**src/rtl/uart_pkg.sv**
```systemverilog
// uart_pkg: definitions shared by the bus-attached UART transmitter.
//   - register offsets (word index, bus_address[3:2])
//   - STATUS register bit positions
//   - transmitter state enumeration
//   - helper that turns a DIVISOR value into a bit-counter reload value
package uart_pkg;

    // Register offsets as word indices within the 16-byte window
    localparam logic [1:0] REG_TXDATA  = 2'd0;
    localparam logic [1:0] REG_STATUS  = 2'd1;
    localparam logic [1:0] REG_DIVISOR = 2'd2;
    localparam logic [1:0] REG_RSVD    = 2'd3;

    // STATUS bit positions
    localparam int STAT_FULL      = 0;
    localparam int STAT_EMPTY     = 1;
    localparam int STAT_BUSY      = 2;
    localparam int STAT_OVERFLOW  = 3;
    localparam int STAT_COUNT_LSB = 4;
    localparam int STAT_COUNT_W   = 4;

    typedef enum logic [1:0] {
        TX_IDLE  = 2'd0,
        TX_START = 2'd1,
        TX_DATA  = 2'd2,
        TX_STOP  = 2'd3
    } tx_state_e;

    // A bit lasts max(divisor,1) cycles; the down-counter is loaded with
    // one less than that and the bit ends when it reaches zero.
    function automatic logic [15:0] bit_reload(input logic [15:0] divisor);
        return (divisor == 16'd0) ? 16'd0 : divisor - 16'd1;
    endfunction

endpackage

```
**src/rtl/sync_fifo.sv**
```systemverilog
// sync_fifo: single-clock first-word-fall-through FIFO.
// Ports:
//   clock      - clock
//   reset      - asynchronous active-low reset (empties the FIFO)
//   push       - write request; accepted when not full, or when full and
//                a pop happens in the same cycle
//   push_data  - data written on an accepted push
//   pop        - read request; ignored when empty
//   pop_data   - current head entry (valid whenever empty is low)
//   full/empty - occupancy flags
//   count      - number of stored entries, 0..DEPTH
// DEPTH must be a power of two (>= 2) so the pointers wrap naturally.
module sync_fifo #(
    parameter int WIDTH = 8,
    parameter int DEPTH = 8
) (
    input  logic                      clock,
    input  logic                      reset,
    input  logic                      push,
    input  logic [WIDTH-1:0]          push_data,
    input  logic                      pop,
    output logic [WIDTH-1:0]          pop_data,
    output logic                      full,
    output logic                      empty,
    output logic [$clog2(DEPTH):0]    count
);

    localparam int AW = $clog2(DEPTH);
    localparam logic [AW:0] FULL_COUNT = DEPTH[AW:0];

    logic [WIDTH-1:0] mem_q [DEPTH];
    logic [AW-1:0]    wr_ptr_q, wr_ptr_d;
    logic [AW-1:0]    rd_ptr_q, rd_ptr_d;
    logic [AW:0]      count_q, count_d;
    logic             do_push, do_pop;

    assign full     = (count_q == FULL_COUNT);
    assign empty    = (count_q == '0);
    assign count    = count_q;
    assign pop_data = mem_q[rd_ptr_q];

    assign do_pop  = pop & ~empty;
    // A full FIFO still takes a push when the head leaves in the same cycle
    assign do_push = push & (~full | do_pop);

    // Storage carries no reset so it can map onto plain RAM
    always_ff @(posedge clock) begin
        if (do_push) begin
            mem_q[wr_ptr_q] <= push_data;
        end
    end

    always_comb begin
        wr_ptr_d = do_push ? wr_ptr_q + 1'b1 : wr_ptr_q;
        rd_ptr_d = do_pop  ? rd_ptr_q + 1'b1 : rd_ptr_q;
        case ({do_push, do_pop})
            2'b10:   count_d = count_q + 1'b1;
            2'b01:   count_d = count_q - 1'b1;
            default: count_d = count_q;
        endcase
    end

    always_ff @(posedge clock or negedge reset) begin
        if (!reset) begin
            wr_ptr_q <= '0;
            rd_ptr_q <= '0;
            count_q  <= '0;
        end else begin
            wr_ptr_q <= wr_ptr_d;
            rd_ptr_q <= rd_ptr_d;
            count_q  <= count_d;
        end
    end

endmodule

```
**src/rtl/bus_uart_responder.sv**
```systemverilog
// bus_uart_responder: memory-mapped UART transmitter with a transmit FIFO.
// Register window (16 bytes at BASE_ADDRESS):
//   0x0 TXDATA  (W)   byte lane 0 pushes a byte into the FIFO
//   0x4 STATUS  (R)   {count[7:4], overflow, busy, empty, full}
//   0x8 DIVISOR (R/W) clock cycles per bit, byte-enabled writes
//   0xC         (R)   reads zero
// Ports:
//   clock, reset                  - clock, asynchronous active-low reset
//   bus_address/bus_write_data    - initiator address and write data
//   bus_byte_enable               - write byte lanes
//   bus_read_enable/bus_write_enable - single-cycle strobes
//   bus_read_data                 - registered read data, zero when no read
//   uart_tx                       - serial output, idle high
//   tx_irq                        - registered (FIFO empty and transmitter idle)
module bus_uart_responder
    import uart_pkg::*;
#(
    parameter logic [31:0] BASE_ADDRESS    = 32'h8000_0000,
    parameter int          FIFO_DEPTH      = 8,
    parameter logic [15:0] DEFAULT_DIVISOR = 16'd868
) (
    input  logic        clock,
    input  logic        reset,
    input  logic [31:0] bus_address,
    input  logic [31:0] bus_write_data,
    input  logic [3:0]  bus_byte_enable,
    input  logic        bus_read_enable,
    input  logic        bus_write_enable,
    output logic [31:0] bus_read_data,
    output logic        uart_tx,
    output logic        tx_irq
);

    localparam int CW = $clog2(FIFO_DEPTH) + 1;

    // Bus decode
    logic       sel, rd_sel, wr_sel;
    logic [1:0] offset;
    logic [1:0] div_lane_we;
    logic       unused_ok;

    // FIFO interface
    logic          fifo_push, fifo_pop, fifo_full, fifo_empty;
    logic [7:0]    fifo_head;
    logic [CW-1:0] fifo_count;

    // State
    tx_state_e   state_q, state_d;
    logic [15:0] bit_cnt_q, bit_cnt_d;
    logic [2:0]  bit_idx_q, bit_idx_d;
    logic [7:0]  shift_q, shift_d;
    logic        tx_q, tx_d;
    logic        irq_q, irq_d;
    logic [31:0] rdata_q, rdata_d;
    logic        ovf_q, ovf_d;
    logic [15:0] div_q, div_d;

    logic        busy, bit_end;
    logic [15:0] reload;
    logic [31:0] status_word;

    assign sel    = (bus_address[31:4] == BASE_ADDRESS[31:4]);
    assign offset = bus_address[3:2];
    assign rd_sel = sel & bus_read_enable;
    // A read strobe wins over a concurrent write: the write is dropped
    assign wr_sel = sel & bus_write_enable & ~bus_read_enable;

    assign fifo_push = wr_sel & (offset == REG_TXDATA) & bus_byte_enable[0];

    for (genvar gi = 0; gi < 2; gi++) begin : g_div_lane
        assign div_lane_we[gi] = wr_sel & (offset == REG_DIVISOR) & bus_byte_enable[gi];
    end

    // Bits of the bus that no register uses
    assign unused_ok = ^{bus_address[1:0], bus_write_data[31:16], bus_byte_enable[3:2]};

    sync_fifo #(
        .WIDTH (8),
        .DEPTH (FIFO_DEPTH)
    ) u_fifo (
        .clock     (clock),
        .reset     (reset),
        .push      (fifo_push),
        .push_data (bus_write_data[7:0]),
        .pop       (fifo_pop),
        .pop_data  (fifo_head),
        .full      (fifo_full),
        .empty     (fifo_empty),
        .count     (fifo_count)
    );

    assign busy    = (state_q != TX_IDLE);
    assign bit_end = (bit_cnt_q == 16'd0);
    // The reload reads the live DIVISOR, so a new divisor only takes effect
    // at the next bit boundary.
    assign reload  = bit_reload(div_q);

    // Transmitter
    always_comb begin
        state_d   = state_q;
        bit_cnt_d = bit_cnt_q;
        bit_idx_d = bit_idx_q;
        shift_d   = shift_q;
        fifo_pop  = 1'b0;

        if (busy && !bit_end) begin
            bit_cnt_d = bit_cnt_q - 16'd1;
        end

        case (state_q)
            TX_IDLE: begin
                if (!fifo_empty) begin
                    fifo_pop  = 1'b1;
                    shift_d   = fifo_head;
                    state_d   = TX_START;
                    bit_cnt_d = reload;
                end
            end
            TX_START: begin
                if (bit_end) begin
                    state_d   = TX_DATA;
                    bit_idx_d = 3'd0;
                    bit_cnt_d = reload;
                end
            end
            TX_DATA: begin
                if (bit_end) begin
                    shift_d   = {1'b0, shift_q[7:1]};
                    bit_cnt_d = reload;
                    if (bit_idx_q == 3'd7) begin
                        state_d = TX_STOP;
                    end else begin
                        bit_idx_d = bit_idx_q + 3'd1;
                    end
                end
            end
            TX_STOP: begin
                if (bit_end) begin
                    if (!fifo_empty) begin
                        // Back-to-back frames: skip IDLE entirely
                        fifo_pop  = 1'b1;
                        shift_d   = fifo_head;
                        state_d   = TX_START;
                        bit_cnt_d = reload;
                    end else begin
                        state_d   = TX_IDLE;
                        bit_cnt_d = 16'd0;
                    end
                end
            end
            default: begin
                state_d   = TX_IDLE;
                bit_cnt_d = 16'd0;
            end
        endcase

        // Line level is registered from the next state to keep uart_tx glitch-free
        case (state_d)
            TX_START: tx_d = 1'b0;
            TX_DATA:  tx_d = shift_d[0];
            default:  tx_d = 1'b1;
        endcase
    end

    // Registers, status and read path
    always_comb begin
        status_word = '0;
        status_word[STAT_FULL]     = fifo_full;
        status_word[STAT_EMPTY]    = fifo_empty;
        status_word[STAT_BUSY]     = busy;
        status_word[STAT_OVERFLOW] = ovf_q;
        status_word[STAT_COUNT_LSB +: STAT_COUNT_W] = STAT_COUNT_W'(fifo_count);

        rdata_d = '0;
        if (rd_sel) begin
            case (offset)
                REG_STATUS:  rdata_d = status_word;
                REG_DIVISOR: rdata_d = {16'd0, div_q};
                default:     rdata_d = '0;
            endcase
        end

        // Sticky overflow; a STATUS read clears it unless a new drop
        // happens in the very same cycle.
        if (fifo_push && fifo_full && !fifo_pop) begin
            ovf_d = 1'b1;
        end else if (rd_sel && (offset == REG_STATUS)) begin
            ovf_d = 1'b0;
        end else begin
            ovf_d = ovf_q;
        end

        div_d = div_q;
        if (div_lane_we[0]) div_d[7:0]  = bus_write_data[7:0];
        if (div_lane_we[1]) div_d[15:8] = bus_write_data[15:8];

        irq_d = fifo_empty & ~busy;
    end

    always_ff @(posedge clock or negedge reset) begin
        if (!reset) begin
            state_q   <= TX_IDLE;
            bit_cnt_q <= 16'd0;
            bit_idx_q <= 3'd0;
            shift_q   <= 8'd0;
            tx_q      <= 1'b1;
            irq_q     <= 1'b0;
            rdata_q   <= 32'd0;
            ovf_q     <= 1'b0;
            div_q     <= DEFAULT_DIVISOR;
        end else begin
            state_q   <= state_d;
            bit_cnt_q <= bit_cnt_d;
            bit_idx_q <= bit_idx_d;
            shift_q   <= shift_d;
            tx_q      <= tx_d;
            irq_q     <= irq_d;
            rdata_q   <= rdata_d;
            ovf_q     <= ovf_d;
            div_q     <= div_d;
        end
    end

    assign bus_read_data = rdata_q;
    assign uart_tx       = tx_q;
    assign tx_irq        = irq_q;

endmodule

```
**config.mk**
```make
export PLATFORM = sky130hd
export DESIGN_NAME = bus_uart_responder
export DESIGN_NICKNAME = d
export VERILOG_FILES = /design/src/rtl/uart_pkg.sv /design/src/rtl/sync_fifo.sv /design/src/rtl/bus_uart_responder.sv
export SDC_FILE = /design/constraint.sdc
export NUM_CORES = 1
export LEC_CHECK = 0
export BUFFER_PORTS_ARGS = -buffer_cell sky130_fd_sc_hd__buf_4
export CAP_MARGIN = 20
export CORE_MARGIN = 10
export CORE_UTILIZATION = 50
export CTS_CLUSTER_SIZE = 14
export DETAILED_ROUTE_END_ITERATION = 10
export GPL_TIMING_DRIVEN = 0
export PLACE_DENSITY_LB_ADDON = 0.25
export REMOVE_ABC_BUFFERS = 1
export SLEW_MARGIN = 10
export SYNTH_ARGS = -nofsm -noshare
export SYNTH_HDL_FRONTEND = slang
export SYNTH_SLANG_ARGS = --single-unit
export TNS_END_PERCENT = 30
```
**constraint.sdc**
```tcl
create_clock -name clock -period 9.4 [get_ports clock]
set_clock_uncertainty 0.05 [all_clocks]
set_input_delay 0.94 -clock clock [delete_from_list [all_inputs] [get_ports clock]]
set_output_delay 0.94 -clock clock [all_outputs]
set_load 0.03 [all_outputs]
```
==> results.tsv <==
stage	metric	value	unit
worst_hold_path	hold_path_class	reg -> reg	
logic_synthesis	synth-seq-cells	138	
critical_path	worst_ep_arrival_time	3.59	ns
logic_synthesis	syn-instance-count	499	
critical_path	critPathMaxStageDelay	0.66	ns
routing	drtPass1Iterations	4	
sta	clock.fmax	285	MHz
routing	totalWireLength	14200	um
sta	worst_pin_slew	0.942	ns
logic_synthesis	yosysTopAreaCell	edfxtp_1	
critical_path	critPathMaxFanout	8	
logic_synthesis	avgSynthCellArea	13.2	um^2
placed_design	gp_congestion	0.764	
cts	cts_resized	0	
sta	fin_tns_setup	0	ns
global_routing	grt_usage	16.1	%
power	leakagePower	3.35	nW
logic_synthesis	async_flop_share	53.6	%
critical_path	worstPathCellList	inv_1 > ha_1 > nor4b_1 > and4_1 > a22oi_4 > o21ai_0 > nand3_1 > nor3_1 > buf_2	
cts	cts_tree	built	
critical_path	reg2reg_depth	9	
die	die_y	135	um
cts	clock_sinks	138	
sta	fin_crit	3.51	ns
cts	postCtsSetupBuffers	0	
global_routing	grt_pass1_wl	22900	um
cts	cts-root-buf	clkbuf_16	
sta	setup_slack	5.89	ns
cts	htree_num_levels	4	
routing	routedWlPerCell	18.7	um
placed_design	dp_hpwl	10200	um
final_layout	diodes	0	
routing	via_per_inst	5.66	
final_layout	fin_nets	662	
logic_synthesis	synthDistinctLibCells	61	
die	rows	41	
logic_synthesis	synth_area	6570	um^2
routing	vias	4288	
critical_path	regToRegSetupSlack	5.89	ns
final_layout	most-common-layout-cells	buf_4 (72), dfrtp_1 (68), edfxtp_1 (64)	
routing	antenna_left	0	
logic_synthesis	yosysWarnings	0	
cts	cts_inserted_buffers	17	
die	coreArea	12800	um^2
critical_path	criticalPathCategory	reg -> reg	
sta	setup_viol	0	
critical_path	worst_path_max_delay_cell	nor3_1	
die	die-area	18100	um^2
critical_path	cp-end-kind	register	
final_layout	area_growth	18.7	%
die	start_util	51.5	%
logic_synthesis	synth_top_area_share	29.2	%
power	powerDensity	172	nW/um^2
sta	slew_headroom	37.2	%
placed_design	place_ws	5.87	ns
sta	fin_crit_sh	37.4	%
logic_synthesis	yosys_most_used_dff	dfrtp_1	
logic_synthesis	ys_top_cells_by_area	edfxtp_1 (29%), dfrtp_1 (26%), mux4_2 (5.5%)	
cts	ctsHoldBuffers	0	
cts	insertion_delay	0.43	ns
global_routing	grt_antenna_before_repair	0	
final_layout	final_layout_size_suffix_gt1_share	27.6	%
power	ir_worst_vdd	0.127	mV
global_routing	grt_pass1_vias	4429	
logic_synthesis	synth_edf_count	64	
status	status	complete, no violations	
cts	clk_pin_slew_worst_paths	0.06	ns
final_layout	layout_commonest_cell	buf_4	
sta	final_max_slew_viol_count	0	
die	die_w	135	um
die	io-pin-count	106	
routing	drtIter0Drc	422	
cts	cts_buffer_depth	2	
sta	rsz0062_at_grt	false	
routing	drc	0	
logic_synthesis	synth-seq-area-share	57.5	%
global_routing	grt_max_degree	75	
worst_hold_path	whs_path_depth	2	
critical_path	worstSetupStartpointType	register	
critical_path	worstPathRequired	9.48	ns
global_routing	overflow	0	
placed_design	port-buffer-count	69	
job	max_cap_violations	0	
sta	hold_viol	0	
[layout make-up]
type | instances | area (um^2)
fillers | 954 | 4970
flip-flops and latches | 138 | 3780
multi-input cells | 327 | 2600
repair buffers | 74 | 573
clock buffers | 19 | 433
well taps | 172 | 215
clock inverters | 13 | 144
inverters | 15 | 56.3
[worst max-delay path, delay by kind of cell, from the launching register on]
| kind | cells | cell delay [ns] |
|---|---|---|
| flip-flops | 1 | 0.38 |
| adder cells (fa/ha/maj) | 1 | 0.30 |
| buffers and inverters | 2 | 0.38 |
| AO/OA/AOI/OAI | 2 | 0.51 |
| AND/OR/NAND/NOR | 4 | 1.60 |
[cells in the mapped netlist, types with 5 or more instances]
master / instances
dfrtp_1: 68
o21ai_0: 7
edfxtp_1: 64
mux4_2: 16
a221o_1: 6
a22o_1: 6
buf_2: 8
dfstp_2: 6
a21oi_1: 7
clkbuf_1: 5
nor4_1: 16
nor2_1: 39
nor2b_1: 6
nand3_1: 8
nand2_1: 22
a22oi_1: 10
xnor2_1: 20
nor3_1: 11
and3_1: 5
ha_1: 16
buf_4: 16
and2_1: 13
mux2_2: 19
inv_1: 15
mux2i_1: 9
o22ai_1: 18
xor2_1: 13
[layer usage]
metal	track usage [%]	vias up	part of all wire [%]
met5	0	-	0
met4	6.11	0	1.2
met3	5.23	15	6.4
met2	25.4	129	49
met1	20.1	2155	43
li1	-	1989	-
[where the power goes]
group | leakage [nW] | internal [mW] | switching, mW
combinational | 1.53 | 0.0238 | 0.0317
sequential | 1.54 | 0.635 | 0.00347
clock | 0.278 | 0.393 | 0.258
[logic make-up after synthesis]
| family | share of synthesized area [%] |
|---|---|
| buf+inv | 4.11 |
| mux | 10.1 |
| fa+ha+maj | 3.35 |
| flops | 57.5 |
| compound gates | 7.96 |
| simple gates | 12.5 |
| other cells | 0.0570 |
| xor+xnor | 4.40 |
[per-stage QoR]
step	cells	area (um^2)	utilization [%]	power [mW]	hold slack [ns]
2_1_floorplan	480	6420	-	0.674	0.407
3_3_place_gp	721	7150	56.0	0.703	0.421
3_5_place_dp	725	7200	56.4	0.705	0.434
4_1_cts	757	7770	60.9	1.36	0.446
5_1_grt	758	7800	61.1	1.39	0.491
6_report	758	7800	61.1	1.35	0.444
[sequential cells by signal (all words and copies together), names as in the netlist, 2 cells and up]
register,flops
u_fifo.mem_q,64
bit_cnt_q,16
bus_read_data,16
div_q,16
shift_q,8
u_fifo.count,4
bit_idx_q,3
u_fifo.rd_ptr_q,3
u_fifo.wr_ptr_q,3
state_q,2
[worst paths after layout]
kind,end,start
setup / recovery,u_fifo.mem_q[4][0]$_DFFE_PP_,bit_cnt_q[0]$_DFF_PN0_
min in group asynchronous,shift_q[5]$_DFFE_PN0P_,reset
hold reg to reg,shift_q[7]$_DFFE_PN0P_,shift_q[7]$_DFFE_PN0P_
setup reg to reg,u_fifo.mem_q[4][0]$_DFFE_PP_,bit_cnt_q[0]$_DFF_PN0_
hold / removal,shift_q[7]$_DFFE_PN0P_,shift_q[7]$_DFFE_PN0P_
max in group asynchronous,u_fifo.count[0]$_DFFE_PN0P_,reset
No activity file was read; power rests on OpenSTA's default activity.
